$ cat config.mk
export PLATFORM = sky130hd
export DESIGN_NAME = mon_dff
export DESIGN_NICKNAME = d
export VERILOG_FILES = /design/src/rtl/mon_pkg.sv /design/src/rtl/mon_fifo.sv /design/src/rtl/mon_dff.sv
export SDC_FILE = /design/constraint.sdc
export NUM_CORES = 1
export LEC_CHECK = 0
export BUFFER_PORTS_ARGS = -buffer_cell sky130_fd_sc_hd__buf_2
export CORE_UTILIZATION = 56
export DETAILED_ROUTE_END_ITERATION = 12
export GPL_TIMING_DRIVEN = 0
export PLACE_DENSITY = 0.73
export SLEW_MARGIN = 20
export SYNTH_ARGS = -nofsm -noshare
export SYNTH_HDL_FRONTEND = slang
export SYNTH_HIERARCHICAL = 1
export SYNTH_SLANG_ARGS = --single-unit
$ cat constraint.sdc
create_clock -name i_clk -period 5.1 [get_ports i_clk]
set_clock_uncertainty 0.2 [all_clocks]
set_input_delay 0.51 -clock i_clk [delete_from_list [all_inputs] [get_ports i_clk]]
set_output_delay 0.51 -clock i_clk [all_outputs]
set_load 0.03 [all_outputs]
$ cat src/rtl/mon_pkg.sv
// Shared types and helpers for the DFF pin monitor: the record layout and the FIFO depth check.
package mon_pkg;

    localparam int unsigned ID_W      = 8;
    localparam int unsigned CNT_W_DEF = 16;

    // Record layout at the default counter width; mon_dff rebuilds it at its own CNT_W.
    typedef struct packed {
        logic [ID_W-1:0]      id;
        logic [CNT_W_DEF-1:0] stamp;
        logic                 din;
        logic                 dout;
        logic                 mismatch;
    } mon_rec_t;

    localparam int unsigned REC_W = $bits(mon_rec_t);

    function automatic bit is_pow2(input int unsigned n);
        return (n >= 2) && ((n & (n - 1)) == 0);
    endfunction

    function automatic int unsigned rec_width(input int unsigned cnt_w);
        return ID_W + cnt_w + 3;
    endfunction

    localparam bit DEPTH_DEF_OK = is_pow2(16);

endpackage

$ cat src/rtl/mon_fifo.sv
// Synchronous record FIFO; extra pointer MSB separates full from empty, push+pop allowed when full.
module mon_fifo
    import mon_pkg::*;
#(
    parameter int unsigned DEPTH = 16,
    parameter type         rec_t = mon_rec_t
) (
    input  logic                   i_clk,
    input  logic                   i_rst,
    input  logic                   i_push,
    input  rec_t                   i_din,
    input  logic                   i_pop,
    output rec_t                   o_dout,
    output logic                   o_full,
    output logic                   o_empty,
    output logic [$clog2(DEPTH):0] o_level
);

    localparam int unsigned AW = $clog2(DEPTH);
    localparam int unsigned LW = AW + 1;

    rec_t          r_mem [DEPTH];
    logic [AW:0]   r_wr_ptr;
    logic [AW:0]   r_rd_ptr;
    logic [AW:0]   r_level;
    logic          w_wr;
    logic          w_rd;

    assign o_empty = (r_wr_ptr == r_rd_ptr);
    assign o_full  = (r_wr_ptr[AW] != r_rd_ptr[AW]) &&
                     (r_wr_ptr[AW-1:0] == r_rd_ptr[AW-1:0]);

    assign w_rd = i_pop && !o_empty;
    // When full, a same-edge pop frees the head slot, which is exactly where the write lands.
    assign w_wr = i_push && (!o_full || w_rd);

    always_ff @(posedge i_clk) begin
        if (i_rst) begin
            r_wr_ptr <= '0;
            r_rd_ptr <= '0;
            r_level  <= '0;
        end else begin
            if (w_wr) begin
                r_wr_ptr <= r_wr_ptr + LW'(1);
            end
            if (w_rd) begin
                r_rd_ptr <= r_rd_ptr + LW'(1);
            end
            unique case ({w_wr, w_rd})
                2'b10:   r_level <= r_level + LW'(1);
                2'b01:   r_level <= r_level - LW'(1);
                default: r_level <= r_level;
            endcase
        end
    end

    always_ff @(posedge i_clk) begin
        if (w_wr) begin
            r_mem[r_wr_ptr[AW-1:0]] <= i_din;
        end
    end

    assign o_dout  = r_mem[r_rd_ptr[AW-1:0]];
    assign o_level = r_level;

endmodule

$ cat src/rtl/mon_dff.sv
// Passive monitor for a one-cycle DFF: predicts dout from the previous din, counts mismatches,
// and logs every checked cycle into a record FIFO drained over valid/ready.
module mon_dff
    import mon_pkg::*;
#(
    parameter int unsigned ID    = 1,
    parameter int unsigned DEPTH = 16,
    parameter int unsigned CNT_W = 16
) (
    input  logic                   i_clk,
    input  logic                   i_rst,
    input  logic                   i_din,
    input  logic                   i_dout,
    input  logic                   i_en,
    output logic                   o_rd_valid,
    input  logic                   i_rd_ready,
    output logic [CNT_W+10:0]      o_rd_data,
    output logic                   o_mismatch,
    output logic [CNT_W-1:0]       o_err_cnt,
    output logic                   o_overflow,
    output logic [$clog2(DEPTH):0] o_level
);

    typedef struct packed {
        logic [ID_W-1:0]  id;
        logic [CNT_W-1:0] stamp;
        logic             din;
        logic             dout;
        logic             mismatch;
    } rec_t;

    localparam int unsigned RecW = rec_width(CNT_W);

    if (!is_pow2(DEPTH)) begin : g_bad_depth
        $error("mon_dff: DEPTH must be a power of two and at least 2");
    end
    if ($bits(rec_t) != RecW) begin : g_bad_rec
        $error("mon_dff: record width does not match rec_width()");
    end

    logic             r_exp;
    logic             r_primed;
    logic             r_mismatch;
    logic             r_overflow;
    logic [CNT_W-1:0] r_stamp;
    logic [CNT_W-1:0] r_err_cnt;

    logic             w_check;
    logic             w_miss;
    logic             w_pop;
    logic             w_full;
    logic             w_empty;
    rec_t             w_rec;
    rec_t             w_head;

    // A check needs a prediction captured on the previous enabled edge.
    assign w_check = i_en && r_primed;
    assign w_miss  = (i_dout != r_exp);
    assign w_pop   = o_rd_valid && i_rd_ready;

    always_comb begin
        w_rec          = '0;
        w_rec.id       = ID_W'(ID);
        w_rec.stamp    = r_stamp;
        w_rec.din      = i_din;
        w_rec.dout     = i_dout;
        w_rec.mismatch = w_miss;
    end

    always_ff @(posedge i_clk) begin
        if (i_rst) begin
            r_exp      <= 1'b0;
            r_primed   <= 1'b0;
            r_mismatch <= 1'b0;
            r_overflow <= 1'b0;
            r_stamp    <= '0;
            r_err_cnt  <= '0;
        end else begin
            r_stamp    <= r_stamp + CNT_W'(1);
            r_primed   <= i_en;
            r_mismatch <= w_check && w_miss;
            if (i_en) begin
                r_exp <= i_din;
            end
            if (w_check && w_miss && (r_err_cnt != '1)) begin
                r_err_cnt <= r_err_cnt + CNT_W'(1);
            end
            if (w_check && w_full && !w_pop) begin
                r_overflow <= 1'b1;
            end
        end
    end

    mon_fifo #(
        .DEPTH (DEPTH),
        .rec_t (rec_t)
    ) u_fifo (
        .i_clk   (i_clk),
        .i_rst   (i_rst),
        .i_push  (w_check),
        .i_din   (w_rec),
        .i_pop   (w_pop),
        .o_dout  (w_head),
        .o_full  (w_full),
        .o_empty (w_empty),
        .o_level (o_level)
    );

    assign o_rd_valid = !w_empty;
    assign o_rd_data  = w_head;
    assign o_mismatch = r_mismatch;
    assign o_err_cnt  = r_err_cnt;
    assign o_overflow = r_overflow;

endmodule

==> results of run 1 <==
[worst paths after layout]
check	startpoint	end	depth (start not counted)
hold / removal	i_en	r_primed$_SDFF_PP0_	2
setup / recovery	flip-flop	o_rd_data[7]	6
setup reg to reg	u_fifo/r_wr_ptr[3]$_SDFFE_PP0P_	u_fifo/r_mem[2][22]$_DFFE_PP_	12
hold reg to reg	o_overflow$_SDFFE_PP0P_	o_overflow$_SDFFE_PP0P_	2
[critical path, cell delays in order, from the launching register on]
cell      delay [ns]
dfxtp_1         0.31
clkbuf_1        0.50
buf_2           0.41
buf_2           0.43
mux4_2          0.38
mux4_2          0.49
buf_2           0.19
[routing by layer]
layer	GRT usage	up-vias
met4	0.0728	0
met3	0.0350	74
met5	0	-
met1	0.325	5010
li1	-	4200
met2	0.400	363
[kinds of logic after synthesis]
family	count (synthesis)	synth area share
mux	147	0.168
simple gates	145	0.0400
buf+inv	52	0.0137
fa+ha+maj	11	0.00765
flops	487	0.742
other cells	2	0.000396
compound gates	49	0.0173
xor+xnor	25	0.0115
[state kept, by name, summed over array words and instances, names as in the netlist, named ones only]
signal	count
o_err_cnt	16
r_primed	1
u_fifo/r_mem	432
u_fifo/r_wr_ptr	5
o_overflow	1
r_stamp	16
u_fifo/o_level	5
r_exp	1
o_mismatch	1
u_fifo/r_rd_ptr	5
[cell type report]
class | instances | area, um2
multi-input cells | 505 | 5220
clock buffers | 65 | 1370
plain buffers | 42 | 223
fillers | 2136 | 11000
clock inverters | 21 | 204
repair buffers | 84 | 726
inverters | 10 | 37.5
well taps | 448 | 561
flip-flops and latches | 487 | 14100
[per-stage QoR]
step           std cells  setup TNS, ns  worst slack [ns]
3_5_place_dp        1576              0              1.36
4_1_cts             1662              0              1.07
3_3_place_gp        1548        -168.73             -1.39
2_1_floorplan       1044              0             0.826
5_1_grt             1662              0             0.993
6_report            1662              0              1.12
[placed cells by master, fill, tap and decap left out, types with 3 or more instances in the layout]
cell type,n
clkbuf_16,50
a21oi_1,19
edfxtp_1,432
nor2b_1,9
clkinv_1,6
mux2i_1,5
buf_4,14
buf_1,5
buf_8,3
dfxtp_1,55
or4_1,10
inv_1,10
nand2b_1,5
mux4_2,135
buf_6,5
clkbuf_8,6
o21ai_0,7
buf_2,71
ha_1,10
nand4_1,13
or3_1,3
conb_1,128
nor2_1,39
nand3_1,12
buf_16,11
mux2_2,4
nor3_1,6
nor4_1,6
o31ai_1,9
clkinv_2,8
xor2_1,10
nand2_1,16
nor3_2,4
nor2_4,11
xnor2_1,15
bufinv_16,4
clkbuf_1,25
[where the power goes]
| group | internal (mW) | switching (mW) |
|---|---|---|
| combinational | 0.0474 | 0.0914 |
| sequential | 4.33 | 0.0149 |
| clock | 2.07 | 1.41 |
| total | 6.45 | 1.51 |
==> results.tsv, run 1 <==
stage	metric	value	unit
run_status	status	finished, final reports clean	
clock_tree	clock sink count	487	
die	Die ar.	34600	um2
cells_and_area	synth-to-layout area growth	18.1	%
global_routing	first-pass GRT wire length	58.7	mm
clock_tree	postcts setup bufs	0	
global_routing	global route overflow	0	
run	max_cap viols	0	
setup_path	CP startpoint kind	flip-flop	
die	effective utilization at floorplan	0.567	
drt	Routed WL per cell	23.3	um
timing	Hold Fails Final Rpt	0	
yosys	Yosys warnings	6	
drt	post-DR vias/cell	5.80	
global_routing	initial antenna violation count	0	
clock_tree	total CTS buffers	47	
cells_and_area	layout cells sized above 1	0.278	
die	Die Width	186	um
timing	unrepaired setup endpoints after global routing	no	
cells_and_area	Final nets	1194	
timing	final setup fails	0	
yosys	Primary FF master, synth	edfxtp_1	
drt	Met2 Wirelength	19.6	mm
yosys	most area-hungry cell type in the Yosys netlist	edfxtp_1	
die	Rows	67	
drt	ANT nets after route	0	
pwr	P_leak	7.47	nW
setup_path	Worst Setup End Kind	primary output	
placement	gpl congestion	0.763	
drt	DRT Pass-1 Iters	5	
yosys	Synth Cell Area	19000	um2
global_routing	largest net degree at the start of global routing	23	
die	core area	33400	um2
placement	PortBufs	56	
drt	Vias	9647	
pwr	Pwr Total	7.96	mW
yosys	number of flops mapped to enable cells by yosys	432	
yosys	count leader, synth	edfxtp_1	
yosys	largest cells by area after synthesis	edfxtp_1 (68%), mux4_2 (16%), dfxtp_1 (5.8%)	
drt	highest metal layer with signal wires	met4	
clock_tree	Post-CTS Resized	0	
hold_path	Hold WC Path Type	in -> reg	
drt	initial drt markers	892	
clock_tree	Post-CTS Hold Buffers	0	
yosys	synthesized flop and latch total	487	
timing	Slew HR	0.347	
drt	DRC	0	
clock_tree	Root Buffer Master	clkbuf_16	
cells_and_area	Antenna diodes	0	
clock_tree	CTS tree	done	
clock_tree	H-tree levels	2	
timing	f_max	251	MHz
yosys	Synth top area share	0.684	
yosys	Seq/Total Area, Yosys	0.742	
drt	met1 WL	15.7	mm
setup_path	critical path required time	4.39	ns
drt	Routed WL	38.8	mm
pwr	maximum vdd ir drop	0.249	mV
cells_and_area	Final Cell Area	22400	um2
clock_tree	clock slew at reported path FFs	0.06	ns
global_routing	vias in the first global route	9714	
timing	Final Cycle Share	0.780	
placement	placed inst area	20800	um2
yosys	Post-Synthesis Cells	918	
die	die height	186	um
placement	placed wire-length estimate	25.2	mm
yosys	syn avg cell area	20.7	um2
cells_and_area	Finished Core Util	0.670	
drt	met3 WL post-DR	2.50	mm
timing	fin. max-slew vios	0	
setup_path	flop2flop setup slack	1.30	ns
die	IO Pins	57	
yosys	Synth async-reset ratio	0	
global_routing	GRT Total Usage	0.238	
clock_tree	worst skew pair latency	0.55	ns
yosys	Synth top cells by count	edfxtp_1 (432), mux4_2 (135), dfxtp_1 (55)	
timing	worst slew pin tran	0.980	ns
clock_tree	Bufs on Longest Clock Path	3	
pwr	Power Dens Cells	355	nW/um2
setup_path	kind of critical path	reg -> out	
yosys	synth unique cells	52	
timing	minimum clock period	3.98	ns
setup_path	Critical Path AT	3.27	ns
timing	Final Hold Slack	0.0530	ns
setup_path	crit-path max FO	10	
Power figures use the tool's default switching activity.
==> inputs of run 2 (changes only) <==
==> constraint.sdc (replaced) <==
create_clock -name i_clk -period 4.1 [get_ports i_clk]
set_clock_uncertainty 0.2 [all_clocks]
set_input_delay 0.41 -clock i_clk [delete_from_list [all_inputs] [get_ports i_clk]]
set_output_delay 0.41 -clock i_clk [all_outputs]
set_load 0.03 [all_outputs]
==> results.tsv, run 2 (synthesis gave the netlist of run 1 again) <==
stage	metric	value	unit	change
run_status	status	finished, final reports clean		
timing	Fin Setup TNS	0	ns	unchanged
clock_tree	postcts setup bufs	0		unchanged
clock_tree	CTS tree	done		
placement	placed wire-length estimate	25.2	mm	unchanged
setup_path	crit-path max FO	10		unchanged
drt	Vias	9612		-0.36%
timing	Final Hold Slack	0.0681	ns	+0.0151 ns
clock_tree	H-tree levels	2		unchanged
clock_tree	Root Buffer Master	clkbuf_16		
clock_tree	clock sink count	487		unchanged
cells_and_area	fill count	2133		-0.14%
drt	DRT Pass-1 Iters	5		unchanged
setup_path	kind of critical path	reg -> out		
drt	Routed WL per cell	23.3	um	about the same
global_routing	initial antenna violation count	0		unchanged
timing	Hold Fails Final Rpt	0		unchanged
global_routing	busiest grt layer	met2		
global_routing	vias in the first global route	9709		-0.051%
placement	placed inst area	20800	um2	unchanged
setup_path	CP startpoint kind	flip-flop		
global_routing	first-pass GRT wire length	58.7	mm	about the same
cells_and_area	Antenna diodes	0		unchanged
timing	worst slew pin tran	0.986	ns	+0.00560 ns
cells_and_area	Final Cell Area	22400	um2	about the same
timing	Slew HR	0.343		-0.00373
global_routing	largest net degree at the start of global routing	23		unchanged
cells_and_area	multi-input gate area in the final layout	5220	um2	about the same
pwr	maximum vdd ir drop	0.309	mV	+24%
cells_and_area	commonest non-fill, non-tap cell in the layout	edfxtp_1		
die	Die Width	186	um	unchanged
timing	final setup fails	0		unchanged
drt	initial drt markers	865		-3.0%
clock_tree	clock slew at reported path FFs	0.06	ns	about the same
pwr	Pwr Total	9.91	mW	+24%
drt	ANT nets after route	0		unchanged
clock_tree	worst skew pair latency	0.54	ns	about the same
die	IO Pins	57		unchanged
hold_path	Hold WC Path Type	in -> reg		
global_routing	GR Util met1	0.325		about the same
drt	DRC	0		unchanged
cells_and_area	register area	14100	um2	unchanged
drt	post-DR vias/cell	5.78		-0.42%
setup_path	Critical Path AT	3.27	ns	about the same
die	Die ar.	34600	um2	unchanged
run	max_cap viols	0		unchanged
cells_and_area	Largest register FFs	432		unchanged
timing	unrepaired setup endpoints after global routing	no		
timing	Final Cycle Share	0.945		
clock_tree	total CTS buffers	47		unchanged
timing	f_max	258	MHz	
drt	Routed WL	38.8	mm	about the same
global_routing	GR Util met3	0.0350		unchanged
timing	minimum clock period	3.88	ns	
setup_path	critical path required time	3.49	ns	-0.90 ns
hold_path	Worst Hold Launch	i_din		
die	core area	33400	um2	unchanged
placement	gpl congestion	0.763		unchanged
die	effective utilization at floorplan	0.567		unchanged
timing	fin. max-slew vios	0		unchanged
cells_and_area	commonest cells after routing, fill and taps aside	edfxtp_1 (432), mux4_2 (135), conb_1 (128)		
pwr	Power Dens Cells	442	nW/um2	+24%
global_routing	met2 Use GR	0.400		about the same
placement	PortBufs	56		unchanged
cells_and_area	Final nets	1195		+0.084%
clock_tree	Bufs on Longest Clock Path	3		unchanged
global_routing	GRT Total Usage	0.238		about the same
global_routing	global route overflow	0		unchanged
cells_and_area	layout cells sized above 1	0.279		+0.000594
setup_path	FF-to-FF Start	u_fifo/r_wr_ptr[3]$_SDFFE_PP0P_		
die	die height	186	um	unchanged
die	Rows	67		unchanged
cells_and_area	synth-to-layout area growth	18.2	%	about the same
setup_path	Worst Setup End Kind	primary output		
pwr	P_leak	7.48	nW	about the same
-- run 2: changes by cell type in the layout (fill, tap and decap cells not counted), sizes merged --
cell / before / now
dlygate4sd3: 0 / 1
-- run 2: report_power, final --
part | total, mW | leakage [nW] | switching, mW | internal [mW]
combinational | 0.174 | 2.27 | 0.114 | 0.0597
sequential | 5.40 | 4.43 | 0.0186 | 5.38
clock | 4.33 | 0.780 | 1.75 | 2.58
total | 9.91 | 7.48 | 1.88 | 8.02
-- run 2: critical path, stage by stage, from the launching register on --
cell,delay (ns)
dfxtp_1,0.31
clkbuf_1,0.49
buf_2,0.40
buf_2,0.44
mux4_2,0.38
mux4_2,0.49
buf_2,0.19
-- run 2: metrics by stage --
stage	cells	setup slack, ns	utilization
floorplan	1044	-0.174	-
global placement	1548	-2.39	0.606
detailed placement	1576	0.364	0.623
CTS	1663	0.168	0.670
global route	1663	0.126	0.670
finish	1663	0.224	0.670
-- run 2: worst paths after layout --
kind / cells after the start / slack [ns] / end
hold reg to reg: 2 / 0.32 / o_overflow$_SDFFE_PP0P_
hold / removal: 1 / 0.07 / u_fifo/r_mem[13][2]$_DFFE_PP_
setup reg to reg: 12 / 0.53 / u_fifo/r_mem[2][19]$_DFFE_PP_
setup / recovery: 6 / 0.22 / o_rd_data[7]
-- run 2: final cells by class --
class                   count  share of cell area
clock inverters            21             0.00909
repair buffers             85              0.0328
inverters                  10             0.00167
plain buffers              42             0.00993
multi-input cells         505               0.233
clock buffers              65              0.0610
well taps                 448              0.0250
flip-flops and latches    487               0.628
-- run 2: what timing repair did --
item / CTS / global route
endpoints found under the setup margin: 0 / 3
endpoints found under the hold margin: 2 / 0
gates resized for setup: 0 / 1
hold buffers: 1 / 0
-- run 2: per-layer routing --
layer | vias to the layer above | wire length (um)
met2 | 355 | 19600
li1 | 4197 | -
met1 | 4984 | 15900
met3 | 76 | 2270
met5 | - | 0
met4 | 0 | 1020
==> inputs of run 3 (changes only) <==
--- a/config.mk
+++ b/config.mk
@@ -6,10 +6,12 @@
 export NUM_CORES = 1
 export LEC_CHECK = 0
 export BUFFER_PORTS_ARGS = -buffer_cell sky130_fd_sc_hd__buf_2
-export CORE_UTILIZATION = 56
+export CELL_PAD_IN_SITES_DETAIL_PLACEMENT = 0
+export CELL_PAD_IN_SITES_GLOBAL_PLACEMENT = 2
+export CORE_UTILIZATION = 50
 export DETAILED_ROUTE_END_ITERATION = 12
 export GPL_TIMING_DRIVEN = 0
-export PLACE_DENSITY = 0.73
+export PLACE_DENSITY_LB_ADDON = 0.1
 export SLEW_MARGIN = 20
 export SYNTH_ARGS = -nofsm -noshare
 export SYNTH_HDL_FRONTEND = slang
==> results.tsv, run 3 (synthesis gave the netlist of run 1 again) <==
stage	metric	value	unit	change
timing	Slew HR	0.355		+0.0120
drt	ANT nets after route	0		unchanged
timing	f_max	261	MHz	+1.1%
global_routing	vias in the first global route	9648		-0.63%
cells_and_area	commonest non-fill, non-tap cell in the layout	edfxtp_1		
clock_tree	clock slew at reported path FFs	0.06	ns	about the same
timing	fin. max-slew vios	0		unchanged
setup_path	Worst Setup End Kind	primary output		
drt	post-DR vias/cell	5.43		-6.1%
setup_path	Buffers & Inverters on Critical Path	3		-1
clock_tree	clock sink count	487		unchanged
cells_and_area	Final nets	1202		+0.59%
cells_and_area	synth-to-layout area growth	19.0	%	
global_routing	initial antenna violation count	0		unchanged
drt	Vias	9357		-2.7%
timing	Final Cycle Share	0.935		-0.0100
die	core area	37000	um2	+11%
global_routing	GRT Total Usage	0.217		-0.0209
timing	unrepaired setup endpoints after global routing	no		
cells_and_area	Antenna diodes	0		unchanged
clock_tree	H-tree levels	2		unchanged
drt	Routed WL per cell	23.3	um	-0.29%
timing	worst slew pin tran	0.968	ns	-0.0180 ns
hold_path	Hold WC Path Type	in -> reg		
setup_path	FF-to-FF Start	u_fifo/r_wr_ptr[3]$_SDFFE_PP0P_		
setup_path	max incr delay on CP	0.77	ns	+0.28 ns
clock_tree	Root Buffer Master	clkbuf_16		
drt	Routed WL	40.1	mm	+3.4%
cells_and_area	post-route insts no fill	1724		+3.7%
clock_tree	total CTS buffers	49		+4.3%
pwr	P_leak	7.48	nW	about the same
setup_path	CP startpoint kind	flip-flop		
timing	final setup fails	0		unchanged
setup_path	Crit path max-delay family	buffers and inverters		
global_routing	global route overflow	0		unchanged
die	Rows	70		+4.5%
cells_and_area	Largest register FFs	432		unchanged
setup_path	Critical Path AT	3.22	ns	-0.05 ns
die	die height	197	um	+5.8%
placement	placed wire-length estimate	26.5	mm	+5.3%
cells_and_area	commonest cells after routing, fill and taps aside	edfxtp_1 (432), mux4_2 (135), conb_1 (128)		
clock_tree	CTS tree	done		
drt	initial drt markers	640		-26%
setup_path	crit-path max FO	10		unchanged
cells_and_area	layout cells sized above 1	0.273		-0.00606
drt	DRC	0		unchanged
cells_and_area	Finished Core Util	0.611		-0.0596
global_routing	largest net degree at the start of global routing	23		unchanged
timing	Fin Setup TNS	0	ns	unchanged
global_routing	first-pass GRT wire length	60.4	mm	+3.0%
placement	placed insts	1637		+3.9%
timing	Hold Fails Final Rpt	0		unchanged
die	Die ar.	38700	um2	+12%
run	max_cap viols	0		unchanged
setup_path	critical path required time	3.49	ns	about the same
setup_path	crit-path cells	clkbuf_1, clkbuf_1, mux4_2, mux4_2, buf_2		
die	IO Pins	57		unchanged
timing	minimum clock period	3.83	ns	-0.0411 ns
run_status	status	finished, final reports clean		
hold_path	Worst Hold Launch	i_rst		
timing	Final Hold Slack	0.0347	ns	-0.0334 ns
cells_and_area	fill count	2708		+27%
drt	DRT Pass-1 Iters	5		unchanged
placement	PortBufs	56		unchanged
die	Die Width	197	um	+5.8%
pwr	Power Dens Cells	440	nW/um2	-0.48%
pwr	maximum vdd ir drop	0.282	mV	-8.5%
die	effective utilization at floorplan	0.513		-0.0539
setup_path	Critical Path Slowest Stage Cell	clkbuf_1		
clock_tree	worst skew pair latency	0.58	ns	+0.04 ns
clock_tree	Bufs on Longest Clock Path	3		unchanged
setup_path	kind of critical path	reg -> out		
placement	gpl congestion	0.737		-3.4%
-- run 3: per-stage QoR --
step / cell area [um2] / total power, mW / setup WS, ns
after floorplan: 19400 / 5.62 / -0.174
after global placement: 20400 / 5.68 / -2.78
after detailed placement: 21000 / 5.68 / -0.0213
after CTS: 22600 / 10.0 / 0.181
after global routing: 22600 / 10.2 / 0.126
final: 22600 / 9.93 / 0.265
-- run 3: area by class of cell --
class                   count  area (um2)  area share
plain buffers              42         223     0.00986
clock inverters            16         203     0.00898
repair buffers             90         832      0.0369
inverters                  10        37.5     0.00166
flip-flops and latches    487       14100       0.623
multi-input cells         505        5230       0.232
well taps                 504         631      0.0279
clock buffers              70        1350      0.0597
-- run 3: worst paths after layout --
path | endpoint | slack (ns) | depth (start not counted)
setup / recovery | o_rd_data[2] | 0.27 | 5
hold / removal | o_err_cnt[7]$_SDFFE_PP0P_ | 0.03 | 3
setup reg to reg | u_fifo/r_mem[0][13]$_DFFE_PP_ | 0.42 | 11
hold reg to reg | o_overflow$_SDFFE_PP0P_ | 0.27 | 2
-- run 3: tightest hold or removal path: stages --
cell	delay, ns
buf_2	0.13
nor2b_1	0.10
mux2_2	0.14
-- run 3: where the power goes --
| group | internal, mW | switching [mW] |
|---|---|---|
| logic | 0.0592 | 0.116 |
| registers | 5.38 | 0.0184 |
| clock network | 2.59 | 1.76 |
-- run 3: what timing repair did --
action	CTS	global route
hold endpoints to repair	2	0
setup buffers	0	0
hold buffers	1	0
gates resized for setup	1	1
endpoints found under the setup margin	8	8
-- run 3: metal layers --
| metal | track usage | wire length [um] |
|---|---|---|
| met5 | 0 | 0 |
| met4 | 0.0465 | 650 |
| met1 | 0.308 | 17500 |
| met3 | 0.0418 | 2350 |
| met2 | 0.353 | 19600 |
